[config.mk]
export PLATFORM = sky130hd
export DESIGN_NAME = spi_slave
export DESIGN_NICKNAME = d
export VERILOG_FILES = /design/src/rtl/spi_slave.sv
export SDC_FILE = /design/constraint.sdc
export NUM_CORES = 1
export LEC_CHECK = 0
export CAP_MARGIN = 30
export CELL_PAD_IN_SITES_DETAIL_PLACEMENT = 1
export CELL_PAD_IN_SITES_GLOBAL_PLACEMENT = 1
export CORE_MARGIN = 3
export CORE_UTILIZATION = 40
export DETAILED_ROUTE_END_ITERATION = 6
export PLACE_DENSITY = 0.71
export SETUP_SLACK_MARGIN = 0.1
export SLEW_MARGIN = 20
export SYNTH_ARGS = -nofsm -noshare
export SYNTH_HDL_FRONTEND = slang
export SYNTH_SLANG_ARGS = --single-unit
[constraint.sdc]
create_clock -name clk -period 2.9 [get_ports clk]
set_clock_uncertainty 0.2 [all_clocks]
set_input_delay 0.58 -clock clk [delete_from_list [all_inputs] [get_ports clk]]
set_output_delay 0.58 -clock clk [all_outputs]
set_load 0.1 [all_outputs]
[src/rtl/spi_slave.sv]
// SPI mode-0 responder for the 16-bit link: oversampled sclk/cs/mosi, MSB first, registered miso.
// Define SPI_SLAVE_FRAME_ERR_EN to add the frame_err output for truncated words.
module spi_slave #(
    parameter int unsigned DATA_WIDTH  = 16,
    parameter int unsigned SYNC_STAGES = 2
) (
    input  logic                  clk,
    input  logic                  reset,
    input  logic                  sclk,
    input  logic                  cs,
    input  logic                  mosi,
    output logic                  miso,
    input  logic [DATA_WIDTH-1:0] tx_data,
    output logic [DATA_WIDTH-1:0] data_rx,
    output logic                  rx_valid,
    output logic                  busy
`ifdef SPI_SLAVE_FRAME_ERR_EN
    ,
    output logic                  frame_err
`endif
);

    localparam int unsigned CntW = $clog2(DATA_WIDTH);
    localparam logic [CntW-1:0] CntMax = CntW'(DATA_WIDTH - 1);

    typedef enum logic [0:0] {StIdle, StActive} state_e;

    state_e state_q, state_d;

    logic [SYNC_STAGES-1:0] sclk_sync, cs_sync, mosi_sync;
    logic                   sclk_prev, cs_prev;
    logic                   sclk_s, cs_s, mosi_s;
    logic                   sclk_rise, sclk_fall, cs_rise, cs_fall;

    logic [CntW-1:0]       bit_cnt_q, bit_cnt_d;
    logic [DATA_WIDTH-2:0] rx_shift_q, rx_shift_d;
    logic [DATA_WIDTH-1:0] tx_shift_q, tx_shift_d;
    logic [DATA_WIDTH-1:0] data_rx_q, data_rx_d;
    logic                  rx_valid_q, rx_valid_d;
    logic                  reload_q, reload_d;
    logic                  miso_q, miso_d;
`ifdef SPI_SLAVE_FRAME_ERR_EN
    logic                  frame_err_q, frame_err_d;
`endif

    // cs synchronizer resets to the idle (high) level so reset release never looks like a frame start.
    always_ff @(posedge clk or posedge reset) begin
        if (reset) begin
            sclk_sync <= '0;
            cs_sync   <= '1;
            mosi_sync <= '0;
            sclk_prev <= 1'b0;
            cs_prev   <= 1'b1;
        end else begin
            sclk_sync <= {sclk_sync[SYNC_STAGES-2:0], sclk};
            cs_sync   <= {cs_sync[SYNC_STAGES-2:0], cs};
            mosi_sync <= {mosi_sync[SYNC_STAGES-2:0], mosi};
            sclk_prev <= sclk_s;
            cs_prev   <= cs_s;
        end
    end

    assign sclk_s    = sclk_sync[SYNC_STAGES-1];
    assign cs_s      = cs_sync[SYNC_STAGES-1];
    assign mosi_s    = mosi_sync[SYNC_STAGES-1];
    assign sclk_rise = sclk_s & ~sclk_prev;
    assign sclk_fall = ~sclk_s & sclk_prev;
    assign cs_rise   = cs_s & ~cs_prev;
    assign cs_fall   = ~cs_s & cs_prev;

    always_comb begin
        state_d    = state_q;
        bit_cnt_d  = bit_cnt_q;
        rx_shift_d = rx_shift_q;
        tx_shift_d = tx_shift_q;
        data_rx_d  = data_rx_q;
        rx_valid_d = 1'b0;
        reload_d   = reload_q;
`ifdef SPI_SLAVE_FRAME_ERR_EN
        frame_err_d = 1'b0;
`endif
        unique case (state_q)
            StIdle: begin
                if (cs_fall) begin
                    state_d    = StActive;
                    tx_shift_d = tx_data;
                    bit_cnt_d  = '0;
                    reload_d   = 1'b0;
                end
            end
            StActive: begin
                // Frame end wins over any coincident sclk edge; a partial word is dropped.
                if (cs_rise) begin
                    state_d   = StIdle;
                    bit_cnt_d = '0;
                    reload_d  = 1'b0;
`ifdef SPI_SLAVE_FRAME_ERR_EN
                    frame_err_d = (bit_cnt_q != '0);
`endif
                end else if (sclk_rise) begin
                    rx_shift_d = {rx_shift_q[DATA_WIDTH-3:0], mosi_s};
                    if (bit_cnt_q == CntMax) begin
                        data_rx_d  = {rx_shift_q, mosi_s};
                        rx_valid_d = 1'b1;
                        bit_cnt_d  = '0;
                        reload_d   = 1'b1;
                    end else begin
                        bit_cnt_d = bit_cnt_q + CntW'(1);
                    end
                end else if (sclk_fall) begin
                    if (reload_q) begin
                        tx_shift_d = tx_data;
                        reload_d   = 1'b0;
                    end else begin
                        tx_shift_d = tx_shift_q << 1;
                    end
                end
            end
            default: state_d = StIdle;
        endcase
        miso_d = (state_d == StActive) ? tx_shift_d[DATA_WIDTH-1] : 1'b0;
    end

    always_ff @(posedge clk or posedge reset) begin
        if (reset) begin
            state_q    <= StIdle;
            bit_cnt_q  <= '0;
            rx_shift_q <= '0;
            tx_shift_q <= '0;
            data_rx_q  <= '0;
            rx_valid_q <= 1'b0;
            reload_q   <= 1'b0;
            miso_q     <= 1'b0;
`ifdef SPI_SLAVE_FRAME_ERR_EN
            frame_err_q <= 1'b0;
`endif
        end else begin
            state_q    <= state_d;
            bit_cnt_q  <= bit_cnt_d;
            rx_shift_q <= rx_shift_d;
            tx_shift_q <= tx_shift_d;
            data_rx_q  <= data_rx_d;
            rx_valid_q <= rx_valid_d;
            reload_q   <= reload_d;
            miso_q     <= miso_d;
`ifdef SPI_SLAVE_FRAME_ERR_EN
            frame_err_q <= frame_err_d;
`endif
        end
    end

    assign miso     = miso_q;
    assign data_rx  = data_rx_q;
    assign rx_valid = rx_valid_q;
    assign busy     = (state_q == StActive);
`ifdef SPI_SLAVE_FRAME_ERR_EN
    assign frame_err = frame_err_q;
`endif

endmodule

# Word level (Yosys, flattened, before mapping)
# Index checks and enable logic that the tools add are counted.
totals:
  reg_bits: 63
  latch_bits: 0
  ramBits: 0
  rom_bits: 0
  inputBits: 21
  elab_cells: 63
  memories: 0
classes:
  addsub: 1
  n_mul: 0
  div: 0
  order_cmp: 0
  eq_ne: 8
  n_shift: 0
  muxes: 25
  bitwise: 10
  reduce_logical: 5
op_table:
  columns: ["cell", "count"]
  rows:
  - ["16-bit 2-to-1 mux", 5]
  - ["16-bit one-hot mux with 2 select lines", 1]
  - ["4-bit 2-to-1 mux", 4]
  - ["1-bit 2-to-1 mux", 12]
  - ["4-bit one-hot mux with 2 select lines", 1]
  - ["4-bit AND reduction", 2]
  - ["2-bit inequality test, second input constant", 3]
  - ["1-bit inverter", 6]
  - ["3-bit AND reduction", 2]
  - ["4-bit by 1-bit adder with 4-bit output, second input constant", 1]
  - ["1-bit bitwise AND", 4]
  - ["4-bit equality test, second input constant", 1]
  - ["4-bit by 1-bit inequality test with 1-bit output, second input constant", 1]
  - ["4-bit by 2-bit inequality test with 1-bit output, second input constant", 1]
  - ["1-bit one-hot mux with 2 select lines", 2]
  - ["3-bit by 1-bit inequality test with 1-bit output, second input constant", 1]
  - ["2-bit by 1-bit inequality test with 1-bit output, second input constant", 1]
  - ["2-bit AND reduction", 1]

# Longest topological paths before layout
depth:
  depth_word: 7
  ltp_mapped: 6
  ltp_nobuf: 4

# Worst setup path before layout
# No wires, ideal clock.
synth_path:
  path_kind: "register -> register"
  startpoint: "register state_q, in the netlist busy"
  endpoint: "register data_rx_q[0], in the netlist data_rx[0]"
  setup_time_ps: 126
  arrival_ps: 2022
  setup_slack_ps: 552
  path_stages_with_launch: 6
  n_path_buf: 2
  period_less_slack_ps: 2348
  path_cell_list: "dfrtp_1 > and3_4 > and2_4 > buf_6 > buf_6 > mux2_4"
synth_via:
  elab_chain_cells: 1
synth_rtl:
  columns: ["item", "line_no", "text"]
  rows:
  - ["start, declared", "28", "state_e state_q, state_d;"]
  - ["start signal, assigned", "126", "state_q <= StIdle;"]
  - ["start signal, assigned", "138", "state_q <= state_d;"]
  - ["4-bit AND reduction (no line)", null, null]
  - ["end signal, assigned", "142", "data_rx_q <= data_rx_d;"]
  - ["end, declared", "38", "logic [DATA_WIDTH-1:0] data_rx_q, data_rx_d;"]
# Every way passes these cells.
# A chain may end at the register's enable or synchronous reset.

# Worst setup path in the final report
layout_path:
  startpoint: "register cs_prev"
  endpoint: "register data_rx_q[13], in the netlist data_rx[13]"
layout_via:
  elab_chain_cells: 4
layout_rtl:
  columns: ["item", "line_no", "text"]
  rows:
  - ["start, declared", "31", "logic sclk_prev, cs_prev;"]
  - ["start signal, assigned", "59", "cs_prev <= cs_s;"]
  - ["1-bit inverter", "68", "assign cs_rise = cs_s & ~cs_prev;"]
  - ["1-bit bitwise AND", "68", null]
  - ["1-bit inverter (no line)", null, null]
  - ["4-bit AND reduction (no line)", null, null]
# Every way passes these cells.

==> results.json <==
{
  "run_status": "finished clean",
  "timing.hold.worst_path_depth": 0,
  "h_tree_depth": 3,
  "slew-limit-headroom": 0.469,
  "via_per_inst": 5.36,
  "power.share.combinational": 0.120,
  "synth.cell_area_um2": 2540,
  "worst_case_hold_path_end_point": "mosi_sync[1]",
  "worstSetupPathType": "reg2reg",
  "post_cts.resized_instances": 0,
  "antenna_left": 0,
  "reg2reg_depth": 4,
  "layout_commonest_cell": "sky130_fd_sc_hd__dfrtp_1",
  "portBuffers": 39,
  "i_o_pin_count": 40,
  "cp_cell_sequence": "nand2b_2 > and3_4 > and2_4 > mux2_2",
  "clock_buffer_count_from_cts": 9,
  "arrival_ns": 2.26,
  "launching_element_type_of_the_critical_path": "flip-flop",
  "final_cell_mix": "sky130_fd_sc_hd__dfrtp_1 (60), sky130_fd_sc_hd__mux2_2 (20), sky130_fd_sc_hd__clkdlybuf4s50_1 (20), sky130_fd_sc_hd__buf_4 (20), sky130_fd_sc_hd__inv_1 (15)",
  "area_of_the_core_um2": 6030,
  "dieArea_um2": 7340,
  "cts-root-to-sink-buffers": 2,
  "starting_density_of_the_core": 0.421,
  "overflow": 0,
  "fin_setup_tns_ns": 0,
  "clock_latency_ns": 0.34,
  "synth_edf_count": 0,
  "final_cell_area_um2": 3150,
  "vias": 1593,
  "synthesis.yosys.warnings": 0,
  "hold_violations": 0,
  "critical_path.max_fanout": 20,
  "switching_share": 0.254,
  "cts_num_sinks": 63,
  "cts_post_setup_buffers_inserted": 0,
  "slowest_stage": "sky130_fd_sc_hd__dfstp_2",
  "detailed_place.area_um2": 2940,
  "multi_input_area_um2": 836,
  "die_height_um": 85.7,
  "synthesis.nets": 195,
  "avgRoutedWirePerCell_um": 18.1,
  "clkPwrFrac": 0.381,
  "share_seq_of_total_power": 0.499,
  "regToRegEndpoint": "data_rx[13]",
  "max-vdd-ir-drop_v": 0.000381,
  "yosysSeqAreaShare": 0.622,
  "internal_power_mw": 1.60,
  "fp.dieW_um": 85.7,
  "power.density_cell_area_nw_per_um2": 681,
  "grt_max_degree": 49,
  "netlist_instances": 173,
  "synth_cell_type_count": 37,
  "layout-area-overhead-vs-synth_pct": 24.1,
  "element_type_at_the_critical_path_end": "flip-flop",
  "asyncSetResetFlopFracSynth": 1.00,
  "reg2reg_setup_slack_ns": 0.67,
  "routabilityCongestion": 0.800,
  "antenna_found_initial": 0,
  "post-layout-total-power_mw": 2.15,
  "clockRootBuffer": "sky130_fd_sc_hd__clkbuf_8",
  "timing.rr.start": "cs_prev",
  "rsz0062_at_grt": "no",
  "switchingPower_mw": 0.545,
  "min_path_type": "reg2reg",
  "drt_iter0_markers": 108,
  "drt_wirelength_um": 5360,
  "antenna-diode-count": 0,
  "synth-seq-cells": 63,
  "route.detailed.drc": 0,
  "grt_pass1_wl_um": 9130,
  "placementRows": 28,
  "critPathMaxStageDelay_ns": 0.56,
  "max_cap_viol_count": 0,
  "layout.nets": 239,
  "final.period_utilization": 0.769,
  "cts.clk_slew.worst_paths_ns": 0.07,
  "tritoncts_clock_tree": "done",
  "layout.area.seq_um2": 1580,
  "drt_pre_antenna_iters": 7,
  "track_usage": 0.164,
  "syn_avg_cell_area_um2": 14.7,
  "grt_pass1_vias": 1809,
  "leakagePower_nw": 1.55,
  "synth_top_flop_cell": "sky130_fd_sc_hd__dfrtp_1",
  "critPathLaunch": "cs_prev",
  "required_ns": 2.93,
  "layout-drive-gt1-share": 0.342,
  "dp_hpwl_um": 3650,
  "fillerInstances": 621,
  "max_slew.worst_pin.slew_ns": 0.793,
  "count_of_endpoints_failing_setup_in_the_final_report": 0,
  "cts-hold-fix-buffers": 0,
  "period_minus_slack_ns": 2.23,
  "worst_hold_startpoint": "mosi_sync[0]",
  "maxSlewViolCount": 0,
  "fmax_mhz": 448
}
worst max path at each step:
stage                           to  slack [ns]  cells after the start
finish                 data_rx[13]        0.67                      4
global route        tx_shift_q[10]        0.56                      4
CTS                    data_rx[13]        0.66                      4
detailed placement     data_rx[13]        0.68                      4
global placement        data_rx[8]        0.76                      4
floorplan               data_rx[0]        0.55                      5
cell families (layout without fill, tap and decap cells):
kind of cell / after synthesis / in the layout / synth area share
AOI/OAI and AO/OA: 29 / 29 / 0.100
adders and majority gates: 2 / 2 / 0.00887
buffers and inverters: 24 / 73 / 0.0483
DFF: 63 / 63 / 0.622
muxes: 34 / 34 / 0.163
and+or+nand+nor: 21 / 21 / 0.0572
registers in the layout, summed over array words and instances, names as in the netlist:
name        count
cs_prev         1
bit_cnt_q       4
cs_sync         2
sclk_prev       1
rx_valid        1
tx_shift_q     16
sclk_sync       2
miso            1
data_rx        16
mosi_sync       2
reload_q        1
rx_shift_q     15
busy            1
stage by stage:
stage | worst slack [ns] | cells | util | hold WS, ns
after floorplan | 0.552 | 173 | - | 0.131
after global placement | 0.760 | 281 | 0.488 | 0.141
after detailed placement | 0.679 | 281 | 0.488 | 0.146
after CTS | 0.661 | 297 | 0.523 | 0.164
after global routing | 0.558 | 297 | 0.523 | 0.164
final | 0.669 | 297 | 0.523 | 0.163
area by class of cell:
type / instances / area share
Sequential cell: 63 / 0.501
Inverter: 16 / 0.0191
Multi-Input combinational cell: 86 / 0.265
Clock inverter: 7 / 0.0278
Clock buffer: 9 / 0.0393
Timing Repair Buffer: 41 / 0.118
Tap cell: 75 / 0.0298
per-layer routing:
layer	vias to the layer above	global-route usage	part of all wire	routed length (um)
li1	722	-	-	-
met1	826	0.201	0.44	2370
met2	34	0.258	0.50	2670
met3	11	0.0509	0.039	211
met4	0	0.0892	0.021	111
met5	-	0	0	0
critical path, delay by kind of cell (launching register included):
kind | cells | cell delay, ns
flip-flops | 1 | 0.56
AND/OR/NAND/NOR | 3 | 0.96
multiplexers | 1 | 0.38
synthesized netlist by cell type (all sizes together) (2+ instances only):
library cell	number	area (um^2)
mux2i	2	20.0
nand2	3	11.3
dfrtp	60	1500
dfstp	3	78.8
inv	16	60.1
and3	2	17.5
and2	3	21.3
nor2	2	7.51
a31oi	3	25.0
buf	7	58.8
nand3	2	10.0
o21ai	3	15.0
nor2b	2	12.5
and2b	2	15.0
mux2	32	394
o211ai	2	15.0
a222oi	14	140
a211oi	2	15.0
a22o	2	17.5
power by group through the flow:
stage	registers [mW]	logic (mW)	clock network (mW)
floorplan	1.08	0.169	0
global placement	1.07	0.242	0
CTS	1.07	0.263	0.838
detailed placement	1.09	0.262	0
finish	1.07	0.258	0.818
global route	1.08	0.282	0.882
Note: power is estimated with default switching activity, not from simulation.
